===== src/rtl/multicycle_ctrl.sv =====
// Multicycle RV32I control unit: latches the fetched instruction and walks it
// through IF/ID/EX/MEM/WB, Moore-decoding datapath controls from state and ir.
module multicycle_ctrl #(
    parameter int MEM_WAIT = 0
) (
    input  logic        clk,
    input  logic        rst,
    input  logic [31:0] instr,
    input  logic        Zero,
    output logic        PCSrc,
    output logic        ALUSrc,
    output logic        RegWrite,
    output logic        MemToReg,
    output logic        loadPC,
    output logic [3:0]  ALUCtrl,
    output logic        MemRead,
    output logic        MemWrite,
    output logic [2:0]  state_o
);

    typedef enum logic [2:0] {
        S_IF  = 3'd0,
        S_ID  = 3'd1,
        S_EX  = 3'd2,
        S_MEM = 3'd3,
        S_WB  = 3'd4
    } state_t;

    localparam logic [6:0] OP_R   = 7'b0110011;
    localparam logic [6:0] OP_I   = 7'b0010011;
    localparam logic [6:0] OP_LW  = 7'b0000011;
    localparam logic [6:0] OP_SW  = 7'b0100011;
    localparam logic [6:0] OP_BEQ = 7'b1100011;

    localparam logic [3:0] ALU_AND = 4'b0000;
    localparam logic [3:0] ALU_OR  = 4'b0001;
    localparam logic [3:0] ALU_ADD = 4'b0010;
    localparam logic [3:0] ALU_SUB = 4'b0110;
    localparam logic [3:0] ALU_SLT = 4'b0111;
    localparam logic [3:0] ALU_SRL = 4'b1000;
    localparam logic [3:0] ALU_SLL = 4'b1001;
    localparam logic [3:0] ALU_SRA = 4'b1010;
    localparam logic [3:0] ALU_XOR = 4'b1101;

    localparam logic [3:0] WAIT_LD = 4'(MEM_WAIT);

    state_t      state_q, state_d;
    logic [31:0] ir_q, ir_d;
    logic        zero_q, zero_d;
    logic [3:0]  cnt_q, cnt_d;

    logic [6:0] op;
    logic [2:0] f3;
    logic [6:0] f7;
    logic       is_r, is_i, is_lw, is_sw, is_beq;
    logic       alu_ok;
    logic [3:0] alu_code;
    logic       unused_ir;

    assign op     = ir_q[6:0];
    assign f3     = ir_q[14:12];
    assign f7     = ir_q[31:25];
    assign is_r   = (op == OP_R);
    assign is_i   = (op == OP_I);
    assign is_lw  = (op == OP_LW);
    assign is_sw  = (op == OP_SW);
    assign is_beq = (op == OP_BEQ);

    // Register indices and immediates belong to the datapath, not to control.
    assign unused_ir = ^{ir_q[24:15], ir_q[11:7]};

    always_ff @(posedge clk or posedge rst) begin
        if (rst) begin
            state_q <= S_IF;
            ir_q    <= '0;
            zero_q  <= 1'b0;
            cnt_q   <= '0;
        end else begin
            state_q <= state_d;
            ir_q    <= ir_d;
            zero_q  <= zero_d;
            cnt_q   <= cnt_d;
        end
    end

    always_comb begin
        state_d = state_q;
        ir_d    = ir_q;
        zero_d  = zero_q;
        cnt_d   = cnt_q;
        unique case (state_q)
            S_IF: begin
                ir_d    = instr;
                state_d = S_ID;
            end
            S_ID: state_d = S_EX;
            S_EX: begin
                zero_d  = Zero;
                cnt_d   = (is_lw || is_sw) ? WAIT_LD : 4'd0;
                state_d = S_MEM;
            end
            S_MEM: begin
                if (cnt_q != 4'd0) cnt_d = cnt_q - 4'd1;
                else               state_d = S_WB;
            end
            S_WB:    state_d = S_IF;
            default: state_d = S_IF;
        endcase
    end

    always_comb begin
        alu_code = ALU_ADD;
        alu_ok   = 1'b1;
        unique case (1'b1)
            is_r, is_i: begin
                unique case (f3)
                    3'b000: alu_code = (is_r && ir_q[30]) ? ALU_SUB : ALU_ADD;
                    3'b001: alu_code = ALU_SLL;
                    3'b010: alu_code = ALU_SLT;
                    3'b100: alu_code = ALU_XOR;
                    3'b101: alu_code = ir_q[30] ? ALU_SRA : ALU_SRL;
                    3'b110: alu_code = ALU_OR;
                    3'b111: alu_code = ALU_AND;
                    default: alu_ok  = 1'b0;
                endcase
                // funct7 must be zero except the ADD/SUB and SRL/SRA alternates.
                if (is_r) begin
                    if (!(f7 == 7'h00 ||
                          (f7 == 7'h20 && (f3 == 3'b000 || f3 == 3'b101))))
                        alu_ok = 1'b0;
                end else begin
                    if (f3 == 3'b001 && f7 != 7'h00)
                        alu_ok = 1'b0;
                    if (f3 == 3'b101 && f7 != 7'h00 && f7 != 7'h20)
                        alu_ok = 1'b0;
                end
            end
            is_beq:  alu_code = ALU_SUB;
            default: alu_code = ALU_ADD;
        endcase
        if (!alu_ok) alu_code = ALU_ADD;
    end

    always_comb begin
        PCSrc    = 1'b0;
        ALUSrc   = 1'b0;
        RegWrite = 1'b0;
        MemToReg = 1'b0;
        loadPC   = 1'b0;
        ALUCtrl  = 4'b0000;
        MemRead  = 1'b0;
        MemWrite = 1'b0;
        if (state_q != S_IF) begin
            ALUSrc   = is_i || is_lw || is_sw;
            ALUCtrl  = alu_code;
            MemToReg = is_lw;
        end
        if (state_q == S_MEM) begin
            MemRead  = is_lw;
            MemWrite = is_sw;
        end
        if (state_q == S_WB) begin
            loadPC   = 1'b1;
            RegWrite = ((is_r || is_i) && alu_ok) || is_lw;
            PCSrc    = is_beq && zero_q;
        end
    end

    assign state_o = state_q;

endmodule


===== config.mk =====
export PLATFORM = sky130hd
export DESIGN_NAME = multicycle_ctrl
export DESIGN_NICKNAME = d
export VERILOG_FILES = /design/src/rtl/multicycle_ctrl.sv
export SDC_FILE = /design/constraint.sdc
export NUM_CORES = 1
export LEC_CHECK = 0
export BUFFER_PORTS_ARGS = -buffer_cell sky130_fd_sc_hd__clkbuf_2
export CORE_MARGIN = 3
export CORE_UTILIZATION = 40
export CTS_BUF_LIST = sky130_fd_sc_hd__clkbuf_4 sky130_fd_sc_hd__clkbuf_8
export CTS_CLUSTER_DIAMETER = 200
export DETAILED_ROUTE_END_ITERATION = 10
export PLACE_DENSITY = 0.7
export SKIP_LAST_GASP = 1
export SYNTH_ARGS = -nofsm -noshare
export SYNTH_HDL_FRONTEND = slang
export SYNTH_SLANG_ARGS = --single-unit

===== constraint.sdc =====
create_clock -name clk -period 1.8 [get_ports clk]
set_clock_uncertainty 0.05 [all_clocks]
set_input_delay 0.36 -clock clk [delete_from_list [all_inputs] [get_ports clk]]
set_output_delay 0.36 -clock clk [all_outputs]
set_load 0.02 [all_outputs]

Yosys cells after proc, flatten, opt, wreduce, memory -nomap -nowiden --
Index checks and enable logic that the tools add are counted.
Operators by class: $add $sub $neg 1, equal/unequal tests 19, mux-type cells 23, reduce and logical (&&, ||, !) cells 23
Operators with widths (count):
- $pmux 4 s7 | 1
- $eq 7x6->1 const B | 3
- $pmux 4 s2 | 2
- $eq 3x3->1 const B | 5
- $mux 1 | 13
- $mux 4 | 3
- $pmux 3 s4 | 1
- $eq 3x2->1 const B | 3
- $eq 7x2->1 const B | 1
- $eq 7x5->1 const B | 1
- $eq 7x7->1 const B | 1
- $logic_and 1x1->1 | 7
- $logic_not 7->1 | 1
- $ne 7x6->1 const B | 1
- $reduce_bool 7->1 | 1
- $reduce_or 7->1 | 1
- $eq 3x1->1 const B | 2
- $logic_not 3->1 | 2
- $logic_or 1x1->1 | 6
- $mux 3 | 2
- $ne 2x2->1 const B | 2
- $reduce_bool 4->1 | 1
- $sub 4x1->4 const B | 1
- $reduce_bool 3->1 | 1
- other kinds (4) | 4
Storage, ports and cells: register bits 40, input bits 35, output and inout port bits 14, word-level logic and storage cells 70

Logic depth before layout (Yosys ltp) --
word-level depth 10, mapped depth 6, depth with buffers taken out 6

Least setup slack after synthesis --
Ideal clock, no wire load.
path type reg2out, from reg ir_q[28], to out ALUCtrl[0], arrival 1859 ps, data required time 1390 ps, setup slack -469 ps, cell stages (with the launch flop) 5, buffers on the path 0, cell sequence dfrtp_1 > or4_4 > nor3_4 > a31oi_1 > nor4_1
On the way: longest elaborated chain between the ends 8, elaborated cells between the ends (all ways) 16, those cells by class eq/ne: 2; mux: 7; reduce/logical: 7
RTL lines:
- start: declaration | line 48 | logic [31:0] ir_q, ir_d;
- start signal: assignment | line 80 | ir_q <= ir_d;
- $reduce_bool 7->1 or $eq 7x6->1 (tied branches) | line 132, 134, 129
- $logic_and 1x1->1, on equally long branches | line 132, 129, 134
- $mux 1, or another cell as far along | line 132 | if (f3 == 3'b001 && f7 != 7'h00)
- $mux 1, on equally long branches | line 134, 128
- $mux 1 * | line 127 | if (is_r) begin
- $mux 1 * | line 114 | unique case (1'b1)
- $mux 4 * | line 141 | if (!alu_ok) alu_code = ALU_ADD;
- $mux 4 * | line 153 | if (state_q != S_IF) begin
- end: declaration | line 15 | output logic [3:0] ALUCtrl,
Every way passes the cells marked *; elsewhere a longest branch is shown, timed or not.

Final worst setup path --
from reg ir_q[28], to out ALUCtrl[1]
The elaborated chain is that of the path after synthesis.

==> qor.txt <==
Status: complete, but fails checks
Failing checks: negative setup slack
Leakage Power: 0.8274 nW
Number of fill cells in the layout: 280
Hold Vio Cnt, Final: 0
ANT cells: 0
Yosys warns: 0
Max_slew headroom: 74.68%
Internal power: 732.3 uW
Syn Area/Cell: 10.19 um^2
Main flop type after synthesis: dfrtp_1
R2R Setup Slk: 0.14 ns
IR Drop Worst-Case VDD: 454.6 uV
Vias in the first global route: 1172
DRT Wirelength: 2988 um
DIE WIDTH: 63.56 um
Share of cells above drive strength 1: 50.27%
Reg2reg end: cnt_q[0]$_DFFE_PP0P_
Dominant cell type by area after synthesis: dfrtp_1
Final Cell Area: 1878 um^2
Top-count cell post-synth: dfrtp_1
WP data arrival: 2.09 ns
EDFF count, synth: 0
Synth top area share: 47.21%
Final period util: 138.7%
CTS tree: built
Initial antenna violation count: 0
TritonRoute pass-1 iters: 4
Met2 WL: 1529 um
Per-cell routed wire length: 13.05 um
Dpl cells: 218
Remaining global-route overflow: 0
Depth of the worst register-to-register path: 6
Crit Path Category: reg -> out
Chip Height: 63.56 um
Area Overhead vs Synth: 41.74%
Worst skew pair latency: 0.31 ns
DR iter-0 viols: 19
Synth async-reset ratio: 100.0%
Multi-input combinational cell area: 760.7 um^2
RePlAce Congestion: 0.8754
#FFs+latches synth: 25
Comb pwr share: 13.1%
Crit Path Max Fanout: 3
DRC: 0
Routed wl met3: 121 um
Critical Path End Type: primary output
CTS root buffer: clkbuf_4
Synthesized Nets: 166
Met1 Routed Length: 1315 um
First-pass GRT wire length: 5092 um
DR top layer: met4
Antenna-violating nets left: 0
Final setup margin: -0.6965 ns
Seq/Total Area, Yosys: 47.21%
NumNets Final: 222
Quantity of I/O buffers inserted on ports: 33
Num rows: 20
Slew @ Worst Pin: 0.3781 ns
Clock share of power: 25.6%
Vias per cell: 4.991
RR Startpoint: cnt_q[0]$_DFFE_PP0P_
Area after DPL: 1742 um^2
Crit path launch: ir_q[28]$_DFFE_PP0N_
F_max: 0.4006 GHz
Synth Cell Area: 1325 um^2
WP data required: 1.39 ns
Synth area leaders: dfrtp_1 (47%), mux2_2 (13%), nand2_1 (3.4%), o21ai_0 (3.0%), a21oi_1 (2.6%)
Die ar.: 4039 um^2
H-tree depth: 1
Switching pwr: 248.2 uW
Post-synthesis cell count: 130
Max clock buf depth: 2
CP endpoint: ALUCtrl[1]
Min cycle time layout: 2.496 ns
DPL Wire Length: 2306 um
Distinct cells, synth: 36
Leading cell types by count after synthesis: dfrtp_1 (25), mux2_2 (15), nand2_1 (12)
Critical path startpoint category: register
Class of the worst hold path: in -> reg
RSZ-0062 raised after global routing: true
Total GRT Usage: 15.93%
Switching portion of total power: 25.32%
Ports: 49
Worst Hold Depth: 3
Register area: 628.1 um^2
Starting Density: 42.70%
Maximum number of pins on one net before global-route repair: 26
Clock net sink count: 25
CTS buffer count: 3
Clk slew on worst S/H paths: 0.14 ns
Sequential group share of total power: 61.3%
Slew Limit Fails: 0
Vias post-DR: 1143
MaxCap Viol Count: 0
Power per Cell Area: 522.1 nW/um^2
Core box area: 3103 um^2
Final setup viols: 10
Post-Layout Cell Count: 229
[power groups by stage]
stage          sequential [mW]  clock [mW]  combinational [mW]
6_report                 0.601       0.251               0.128
5_1_grt                  0.605       0.285               0.143
4_1_cts                  0.601       0.262               0.125
3_5_place_dp             0.611           0               0.121
3_3_place_gp             0.610           0               0.116
2_1_floorplan            0.604           0              0.0733
[flip-flops by register name, indices dropped and copies added, names as in the netlist]
name,count
zero_q,1
ir_q,17
cnt_q,4
state_o,3
[what timing repair did]
action | in CTS | in global routing
setup buffers | 3 | 3
hold endpoints to repair | 14 | 0
endpoints found under the setup margin | 10 | 13
gates resized for setup | 7 | 18
hold buffers | 1 | 0
pin swaps | 2 | 2
[placed cells by master (no fill, tap or decap), types with 2 or more instances in the layout]
cell type   n
clkbuf_2   25
nor3_2      2
nand2_1    12
o22ai_1     2
inv_1       9
nor3_4      2
a22o_1      2
nand2b_1    2
nor3b_1     2
nor2_1      5
a21oi_1     7
nor4_4      4
nor2b_1     3
mux2_2     15
o21ai_0     8
dfrtp_1    23
buf_4      28
clkbuf_4    3
buf_6       2
and3_1      2
dfrtp_2     2
[cell families (layout without fill, tap and decap cells)]
logic type / Yosys count / in the layout / share of synthesized area, %
simple gates: 44 / 44 / 20.02
compound gates: 29 / 29 / 13.98
flops: 25 / 25 / 47.21
buf+inv: 15 / 70 / 4.438
fa+ha+maj: 1 / 1 / 0.9441
mux: 15 / 15 / 12.75
xor+xnor: 1 / 1 / 0.6611
[final cells by class]
cell class | instances | area share [%]
Sequential cell | 25 | 33.44
Timing Repair Buffer | 57 | 19.85
Clock buffer | 3 | 1.199
Tap cell | 44 | 2.931
Multi-Input combinational cell | 90 | 40.51
Inverter | 9 | 1.799
Clock inverter | 1 | 0.2665
[worst min-delay path by stage]
stage / startpoint / endpoint / slack, ns
after floorplan: rst / cnt_q[0]$_DFFE_PP0P_ / 0.34
after global placement: rst / zero_q$_DFFE_PP0P_ / 0.35
after detailed placement: rst / ir_q[0]$_DFFE_PP0N_ / 0.36
after CTS: instr[14] / ir_q[14]$_DFFE_PP0N_ / 0.19
after global routing: instr[14] / ir_q[14]$_DFFE_PP0N_ / 0.20
final: instr[14] / ir_q[14]$_DFFE_PP0N_ / 0.20
[metal layers]
metal  global-route usage [%]  vias to the layer above
li1                         -                      578
met1                    18.31                      540
met3                    2.317                        2
met4                    6.739                        0
met2                    29.07                       23
met5                        0                        -
[stage by stage]
step	setup slack [ns]	total power, mW	setup TNS [ns]	util (%)	hold WS (ns)
after floorplan	-0.1988	0.6770	-0.6710	-	0.3373
after detailed placement	-0.3554	0.7322	-1.578	56.13	0.3597
after global routing	-0.8068	1.033	-5.145	60.52	0.1974
after CTS	-0.7386	0.9880	-4.323	58.75	0.1947
final	-0.6965	0.9805	-3.952	60.52	0.1964
after global placement	-0.3335	0.7258	-1.393	56.13	0.3534
[critical path, stage by stage, from the launching register on]
cell,delay [ns]
dfrtp_1,0.40
or4_4,0.54
nor3_4,0.21
a31oi_4,0.15
o31a_1,0.31
clkbuf_2,0.16
No activity file was read; power rests on OpenSTA's default activity.
